$ cat config.mk
export PLATFORM = sky130hd
export DESIGN_NAME = sargantana_itag_ctrl
export DESIGN_NICKNAME = d
export VERILOG_FILES = /design/src/rtl/sargantana_icache_pkg.sv /design/src/rtl/sargantana_itag_victim_sel.sv /design/src/rtl/sargantana_itag_ctrl.sv
export SDC_FILE = /design/constraint.sdc
export NUM_CORES = 1
export LEC_CHECK = 0
export ABC_AREA = 1
export CAP_MARGIN = 20
export CORE_UTILIZATION = 45
export CTS_BUF_LIST = sky130_fd_sc_hd__clkbuf_4
export CTS_CLUSTER_DIAMETER = 120
export DETAILED_ROUTE_END_ITERATION = 6
export DONT_BUFFER_PORTS = 1
export SYNTH_ARGS = -nofsm -noshare
export SYNTH_HDL_FRONTEND = slang
export SYNTH_HIERARCHICAL = 1
export SYNTH_SLANG_ARGS = --single-unit
$ cat constraint.sdc
create_clock -name clk_i -period 1.55 [get_ports clk_i]
set_input_delay 0.31 -clock clk_i [delete_from_list [all_inputs] [get_ports clk_i]]
set_output_delay 0.31 -clock clk_i [all_outputs]
set_load 0.1 [all_outputs]
$ cat src/rtl/sargantana_icache_pkg.sv
// Shared types for the instruction-cache tag controller.
package sargantana_icache_pkg;

  typedef enum logic [2:0] {
    IDLE,
    COMPARE,
    REFILL,
    WRITE,
    FLUSH
  } itag_state_e;

  // Wide enough for up to 16 ways; unused upper bits stay zero.
  localparam int WAY_IDX_W = 4;
  typedef logic [WAY_IDX_W-1:0] way_idx_t;

endpackage

$ cat src/rtl/sargantana_itag_victim_sel.sv
// Victim way picker: lowest invalid way first, otherwise the round-robin way.
module sargantana_itag_victim_sel
  import sargantana_icache_pkg::*;
#(
  parameter int ICACHE_N_WAY = 4
) (
  input  logic [ICACHE_N_WAY-1:0] vbit,
  input  way_idx_t                rr,
  output logic [ICACHE_N_WAY-1:0] victim,
  output logic                    use_rr
);

  // Scan downwards so the lowest invalid way is the one left standing.
  always_comb begin
    victim = '0;
    use_rr = 1'b1;
    for (int w = ICACHE_N_WAY-1; w >= 0; w--) begin
      if (!vbit[w]) begin
        victim    = '0;
        victim[w] = 1'b1;
        use_rr    = 1'b0;
      end
    end
    if (use_rr) begin
      for (int w = 0; w < ICACHE_N_WAY; w++)
        victim[w] = (way_idx_t'(w) == rr);
    end
  end

endmodule

$ cat src/rtl/sargantana_itag_ctrl.sv
// Instruction-cache tag controller: lookup, miss refill, tag write-back, flush.
module sargantana_itag_ctrl
  import sargantana_icache_pkg::*;
#(
  parameter int ICACHE_N_WAY   = 4,
  parameter int TAG_DEPTH      = 64,
  parameter int TAG_ADDR_WIDHT = $clog2(TAG_DEPTH),
  parameter int TAG_WIDHT      = 20
) (
  input  logic                                   clk_i,
  input  logic                                   rstn_i,
  input  logic                                   lookup_valid_i,
  output logic                                   lookup_ready_o,
  input  logic [TAG_ADDR_WIDHT-1:0]              lookup_idx_i,
  input  logic [TAG_WIDHT-1:0]                   lookup_tag_i,
  output logic                                   resp_valid_o,
  output logic                                   resp_hit_o,
  output logic [ICACHE_N_WAY-1:0]                resp_way_o,
  output logic                                   refill_req_o,
  input  logic                                   refill_done_i,
  input  logic                                   flush_i,
  output logic [ICACHE_N_WAY-1:0]                tm_req_o,
  output logic                                   tm_we_o,
  output logic                                   tm_vbit_o,
  output logic                                   tm_flush_o,
  output logic [TAG_WIDHT-1:0]                   tm_data_o,
  output logic [TAG_ADDR_WIDHT-1:0]              tm_addr_o,
  input  logic [ICACHE_N_WAY-1:0][TAG_WIDHT-1:0] tm_tag_way_i,
  input  logic [ICACHE_N_WAY-1:0]                tm_vbit_i
);

  itag_state_e                 state_q, state_d;
  logic [TAG_ADDR_WIDHT-1:0]   idx_q;
  logic [TAG_WIDHT-1:0]        tag_q;
  logic [ICACHE_N_WAY-1:0]     victim_q, victim_d, hit_oh;
  logic                        use_rr_q, use_rr_d, any_hit;
  logic                        load_lookup, load_victim, bump_rr;
  way_idx_t                    rr_q;

  sargantana_itag_victim_sel #(.ICACHE_N_WAY(ICACHE_N_WAY)) u_victim (
    .vbit   (tm_vbit_i),
    .rr     (rr_q),
    .victim (victim_d),
    .use_rr (use_rr_d)
  );

  // Per-way tag match, reduced to the lowest matching way.
  always_comb begin
    hit_oh  = '0;
    any_hit = 1'b0;
    for (int w = ICACHE_N_WAY-1; w >= 0; w--) begin
      if (tm_vbit_i[w] && (tm_tag_way_i[w] == tag_q)) begin
        hit_oh    = '0;
        hit_oh[w] = 1'b1;
        any_hit   = 1'b1;
      end
    end
  end

  // Next state and all outputs; flush overrides everything, reset masks outputs.
  always_comb begin
    state_d        = state_q;
    lookup_ready_o = 1'b0;
    resp_valid_o   = 1'b0;
    resp_hit_o     = 1'b0;
    resp_way_o     = '0;
    refill_req_o   = 1'b0;
    tm_req_o       = '0;
    tm_we_o        = 1'b0;
    tm_vbit_o      = 1'b0;
    tm_flush_o     = 1'b0;
    tm_data_o      = '0;
    tm_addr_o      = '0;
    load_lookup    = 1'b0;
    load_victim    = 1'b0;
    bump_rr        = 1'b0;
    unique case (state_q)
      IDLE: begin
        lookup_ready_o = !flush_i;
        if (lookup_valid_i && !flush_i) begin
          tm_req_o    = '1;
          tm_addr_o   = lookup_idx_i;
          load_lookup = 1'b1;
          state_d     = COMPARE;
        end
      end
      COMPARE: begin
        if (!flush_i) begin
          if (any_hit) begin
            resp_valid_o = 1'b1;
            resp_hit_o   = 1'b1;
            resp_way_o   = hit_oh;
            state_d      = IDLE;
          end else begin
            load_victim = 1'b1;
            state_d     = REFILL;
          end
        end
      end
      REFILL: begin
        refill_req_o = 1'b1;
        if (refill_done_i) state_d = WRITE;
      end
      WRITE: begin
        if (!flush_i) begin
          tm_req_o     = victim_q;
          tm_we_o      = 1'b1;
          tm_vbit_o    = 1'b1;
          tm_data_o    = tag_q;
          tm_addr_o    = idx_q;
          resp_valid_o = 1'b1;
          resp_way_o   = victim_q;
          bump_rr      = use_rr_q;
        end
        state_d = IDLE;
      end
      FLUSH: begin
        tm_flush_o = 1'b1;
        state_d    = IDLE;
      end
      default: state_d = IDLE;
    endcase
    if (flush_i) state_d = FLUSH;
    // Outputs must read as reset values the moment reset asserts, not a cycle later.
    if (!rstn_i) begin
      state_d        = IDLE;
      lookup_ready_o = 1'b1;
      resp_valid_o   = 1'b0;
      resp_hit_o     = 1'b0;
      resp_way_o     = '0;
      refill_req_o   = 1'b0;
      tm_req_o       = '0;
      tm_we_o        = 1'b0;
      tm_vbit_o      = 1'b0;
      tm_flush_o     = 1'b0;
      tm_data_o      = '0;
      tm_addr_o      = '0;
      load_lookup    = 1'b0;
      load_victim    = 1'b0;
      bump_rr        = 1'b0;
    end
  end

  // State and round-robin pointer; the pointer survives flushes.
  always_ff @(posedge clk_i or negedge rstn_i) begin
    if (!rstn_i) begin
      state_q <= IDLE;
      rr_q    <= '0;
    end else begin
      state_q <= state_d;
      if (bump_rr)
        rr_q <= (rr_q == way_idx_t'(ICACHE_N_WAY-1)) ? '0 : rr_q + way_idx_t'(1);
    end
  end

  // Captured lookup request and chosen victim.
  always_ff @(posedge clk_i or negedge rstn_i) begin
    if (!rstn_i) begin
      idx_q    <= '0;
      tag_q    <= '0;
      victim_q <= '0;
      use_rr_q <= 1'b0;
    end else begin
      if (load_lookup) begin
        idx_q <= lookup_idx_i;
        tag_q <= lookup_tag_i;
      end
      if (load_victim) begin
        victim_q <= victim_d;
        use_rr_q <= use_rr_d;
      end
    end
  end

endmodule

======== After elaboration in Yosys (flattened, before gate mapping) ========
Index checks and enable logic that the tools add are counted.
W data, S select, Z words.
cells by class
  $add $sub $neg .......................... 1
  eq/ne operators ......................... 14
  multiplexer cells ....................... 64
  reductions and logical operators ........ 9
operators with widths
  operator               number
  $eq A20 B20 Y1         4
  $mux W4                16
  $mux W20               3
  $mux W1                32
  $mux W6                3
  $pmux W4 S2            2
  $mux W3                4
  $pmux W6 S2            1
  $pmux W3 S3            1
  $eq A2 B4 Y1 const A   2
  $ne A4 B4 Y1 const B   2
  $eq A3 B2 Y1 const B   2
  $logic_and A1 B1 Y1    5
  $add A4 B1 Y4 const B  1
  $eq A1 B4 Y1 const A   1
  $eq A4 B2 Y1 const B   1
  $logic_not A4 Y1       1
  $eq A3 B1 Y1 const B   1
  $eq A3 B3 Y1 const B   1
  $logic_not A3 Y1       1
  $mux W2                1
  $pmux W1 S2            1
  $reduce_and A2 Y1      1
  $logic_not A1 Y1       1
word-level totals
  register bits after elaboration ......... 38
  input bits .............................. 115
  output and inout bits ................... 41
  logic and storage cells ................. 94

======== Logic depth before layout (Yosys ltp) ========
  depth in word-level cells ............... 10
  depth in mapped cells ................... 13
  depth with buffers taken out ............ 13

======== By module ========
Netlist, hierarchy kept.
by module, submodules not included
  module                      instances  cells each  area an instance (µm²)  seq. area each (µm²)
  sargantana_itag_ctrl        1          578         3,335.7                 950.9
  sargantana_itag_victim_sel  1          30          130.1                   0.0

======== Least setup slack after synthesis ========
OpenSTA, ideal clock, no wires.
  path kind ............................... reg-to-output
  from .................................... reg state_q[1]
  to ...................................... out tm_data_o[0]
  arrival ................................. 2.817 ns
  required time ........................... 1.240 ns
  setup slack ............................. -1.577 ns
  stages on the path, launching flop included .. 8
  path buffers ............................ 1
  cell sequence ........................... dfrtp_1 -> inv_2 -> nor3_2 -> nand2_1 -> nor2_4 -> inv_2 -> clkbuf_1 -> nor2_1
between the ends
  cells in the longest elaborated chain, start to end .. 3
ends and longest elaborated chain
  what                    RTL line                     text
  from (decl)             sargantana_itag_ctrl.sv:32   itag_state_e state_q, state_d;
  from (signal assigned)  sargantana_itag_ctrl.sv:150  state_q <= state_d;
  $eq A3 B2 Y1            sargantana_itag_ctrl.sv:77   unique case (state_q)
  $mux W20                sargantana_itag_ctrl.sv:77
  $mux W20                sargantana_itag_ctrl.sv:125  if (!rstn_i) begin
  to (decl)               sargantana_itag_ctrl.sv:26   output logic [TAG_WIDHT-1:0] tm_data_o,
Every way passes these cells.

======== Worst setup path in the final report ========
  from .................................... reg tag_q[11]
  to ...................................... out resp_way_o[1]
between the ends
  cells in the longest elaborated chain, start to end .. 10
  elaborated cells on any way between the ends .. 19
  classes of those cells .................. eq/ne: 4; mux: 11; reduce/logical: 4
ends and longest elaborated chain
  what                    RTL line                     text
  from (decl)             sargantana_itag_ctrl.sv:34   logic [TAG_WIDHT-1:0] tag_q;
  from (signal assigned)  sargantana_itag_ctrl.sv:166  tag_q <= lookup_tag_i;
  $eq A20 B20 Y1          sargantana_itag_ctrl.sv:52   if (tm_vbit_i[w] && (tm_tag_way_i[w] == tag_q)) begin
  $logic_and A1 B1 Y1     sargantana_itag_ctrl.sv:52
  $mux W1 (4 in series)   sargantana_itag_ctrl.sv:52
  $mux W4 (*)             sargantana_itag_ctrl.sv:89   if (any_hit) begin
  $mux W4 (*)             sargantana_itag_ctrl.sv:88   if (!flush_i) begin
  $pmux W4 S2 (*)         sargantana_itag_ctrl.sv:77
  $mux W4 (*)             sargantana_itag_ctrl.sv:125
  to (decl)               sargantana_itag_ctrl.sv:18   output logic [ICACHE_N_WAY-1:0] resp_way_o,
Mark *: on every way between the ends. The rest lies on a longest branch, timed or not.

==> qor.csv <==
metric,value,unit
place.port_buffers,0,
nNetsFinal,833,
highest_layer,met4,
rsz0062_at_grt,true,
clock_sinks,38,
fin_cells,817,
setup_violations,75,
async_flop_share,100,%
fin_util,83.4,%
worst_clock_skew,0.0195,ns
drtAntennaViolNets,0,
maxCapViolCount,0,
numCtsBuffers,5,
critPathLaunchType,flip-flop,
critPathMaxFanout,3,
fin_area,6110,µm²
period_share,156,%
place_ws,-0.455,ns
antenna_cells,0,
syn_to_final_growth,76.4,%
grt_first_pass_wirelength,22800,µm
leakage,2.95,nW
die_h,89.8,µm
wl_met2,7540,µm
synth_area,3470,µm²
drc,0,
dpl-instance-area,5050,µm²
start_util,47.3,%
vias,4411,
maxSlewViolCount,0,
hold_slack,0.0441,ns
synth-warning-count,6,
clockBufferDepth,2,
ys_ff_latch,38,
antenna_found_initial,0,
wl_per_cell,17.9,µm
cp.arrival,2.12,ns
total_power,4.16,mW
ioPinCount,156,
fmax,412,MHz
grt_pass1_vias,4530,
power.density,681,nW/µm²
fin_ws,-0.875,ns
clk_latency,0.37,ns
wl,14600,µm
ys_types,31,
postSynthAreaPerCell,5.70,µm²
status,"complete, but fails checks",
drive_above_1_share,42.6,%
core,7330,µm²
timing.hold.worst.class,in2reg,
crit_type,reg2out,
place_inst,781,
rows,31,
vias_per_cell,5.40,
synth_edf_count,0,
fp.dieArea,8060,µm²
end_kind,output port,
required,1.24,ns
slew_headroom,71.6,%
htreeDepth,2,
met3_length,1310,µm
dieWidth,89.8,µm
synth_flop_cell,dfrtp_1,
grtUsageTotal,36.5,%
finalSetupTns,-32.53,ns
wl_met1,5050,µm
clk_pin_slew,0.14,ns
finalHoldViolCount,0,
failed_checks,negative setup slack,
drtIter0Drc,233,
hpwl,9980,µm
place_congestion,0.981,
peakVddDrop,0.407,mV
first_pass_iters,5,
period_minus_slack,2.43,ns
cts_root_buf,clkbuf_4,
netlist_instances,608,
ys_seq_area_share,27.4,%
cts_tree,yes,
syn_nets,724,
grt_overflow,0,
grt_max_degree,39,
tightest_slew,0.416,ns
-- logic make-up (layout without fill, tap and decap cells) --
group	Yosys count	count (layout)	synth area share [%]
AO/OA/AOI/OAI	58	58	8.99
XOR/XNOR	9	9	2.27
adder cells (fa/ha/maj)	1	1	0.361
buffers and inverters	107	216	11.9
flip-flops	38	38	27.4
multiplexers	6	6	1.95
AND/OR/NAND/NOR	389	390	47.1
-- final timing paths --
| path | to | cells after the start | slack, ns | startpoint |
|---|---|---|---|---|
| max reg2reg | state_q[1] | 14 | -0.30 | tag_q[19] |
| max | resp_way_o[1] | 9 | -0.88 | tag_q[11] |
| min reg2reg | idx_q[0] | 1 | 0.56 | idx_q[0] |
| min in group asynchronous | tag_q[10] | 2 | 0.40 | rstn_i |
| max in group asynchronous | tag_q[5] | 2 | 0.91 | rstn_i |
| min | state_q[2] | 2 | 0.04 | flush_i |
-- metal layers --
metal  GRT usage [%]  vias to the layer above
li1                -                     2058
met1            38.7                     2034
met2            66.1                      254
met3            9.14                       65
met4            19.9                        0
met5               0                        -
-- critical path: stages, from the launching register on --
cell	delay, ns
dfrtp_2	0.45
buf_4	0.14
xnor2_1	0.16
nand3_1	0.11
nor2_1	0.13
nand3_2	0.13
inv_2	0.11
nand3_2	0.10
a21oi_4	0.21
buf_12	0.19
-- repair_timing --
action / in CTS / in global routing
setup endpoints to repair: 75 / 77
pin swaps: 42 / 25
resized for setup: 112 / 52
buffers inserted: 17 / 8
cloned: 6 / 0
hold endpoints to repair: 38 / 0
hold buffers: 2 / 0
-- cell type report --
cell class	count	area (µm²)
tap	99	124
multi-input combinational	464	2930
clock inverter	1	30.0
timing repair buffer	109	1620
sequential	38	960
inverter	99	399
fill	421	1220
clock buffer	7	52.6
-- cell usage in the layout (no fill, tap or decap), drive strengths merged, types with 2 or more instances in the layout --
| master | n |
|---|---|
| nand4 | 2 |
| inv | 98 |
| mux2 | 6 |
| o21ai | 19 |
| or2 | 7 |
| xnor2 | 8 |
| nand2 | 245 |
| a22oi | 6 |
| buf | 108 |
| nand3 | 20 |
| a21oi | 31 |
| nor2 | 114 |
| nor3 | 2 |
| dfrtp | 38 |
| clkbuf | 7 |
-- Yosys cell counts, drive strengths merged (2+ instances only) --
cell | count | area (µm²)
nand4 | 2 | 12.5
a21oi | 31 | 155
mux2 | 6 | 67.6
or2 | 7 | 43.8
xnor2 | 8 | 70.1
nand3 | 20 | 120
clkbuf | 3 | 11.3
nor3 | 2 | 20.0
nor2 | 114 | 477
inv | 98 | 370
buf | 5 | 27.5
dfrtp | 38 | 951
o21ai | 19 | 95.1
nand2 | 244 | 958
a22oi | 6 | 45.0
-- state kept, by name (all words and copies together), names as in the netlist --
| name | cells |
|---|---|
| use_rr_q | 1 |
| tag_q | 20 |
| rr_q | 4 |
| victim_q | 4 |
| state_q | 3 |
| idx_q | 6 |
-- report_power, final --
| part | switching, mW | total (mW) | leakage (nW) | internal [mW] |
|---|---|---|---|---|
| Combinational | 1.14 | 2.00 | 2.47 | 0.854 |
| Sequential | 0.235 | 1.41 | 0.437 | 1.18 |
| Clock | 0.377 | 0.755 | 0.0463 | 0.378 |
| Total | 1.76 | 4.16 | 2.95 | 2.41 |
No activity file was read; power rests on OpenSTA's default activity.
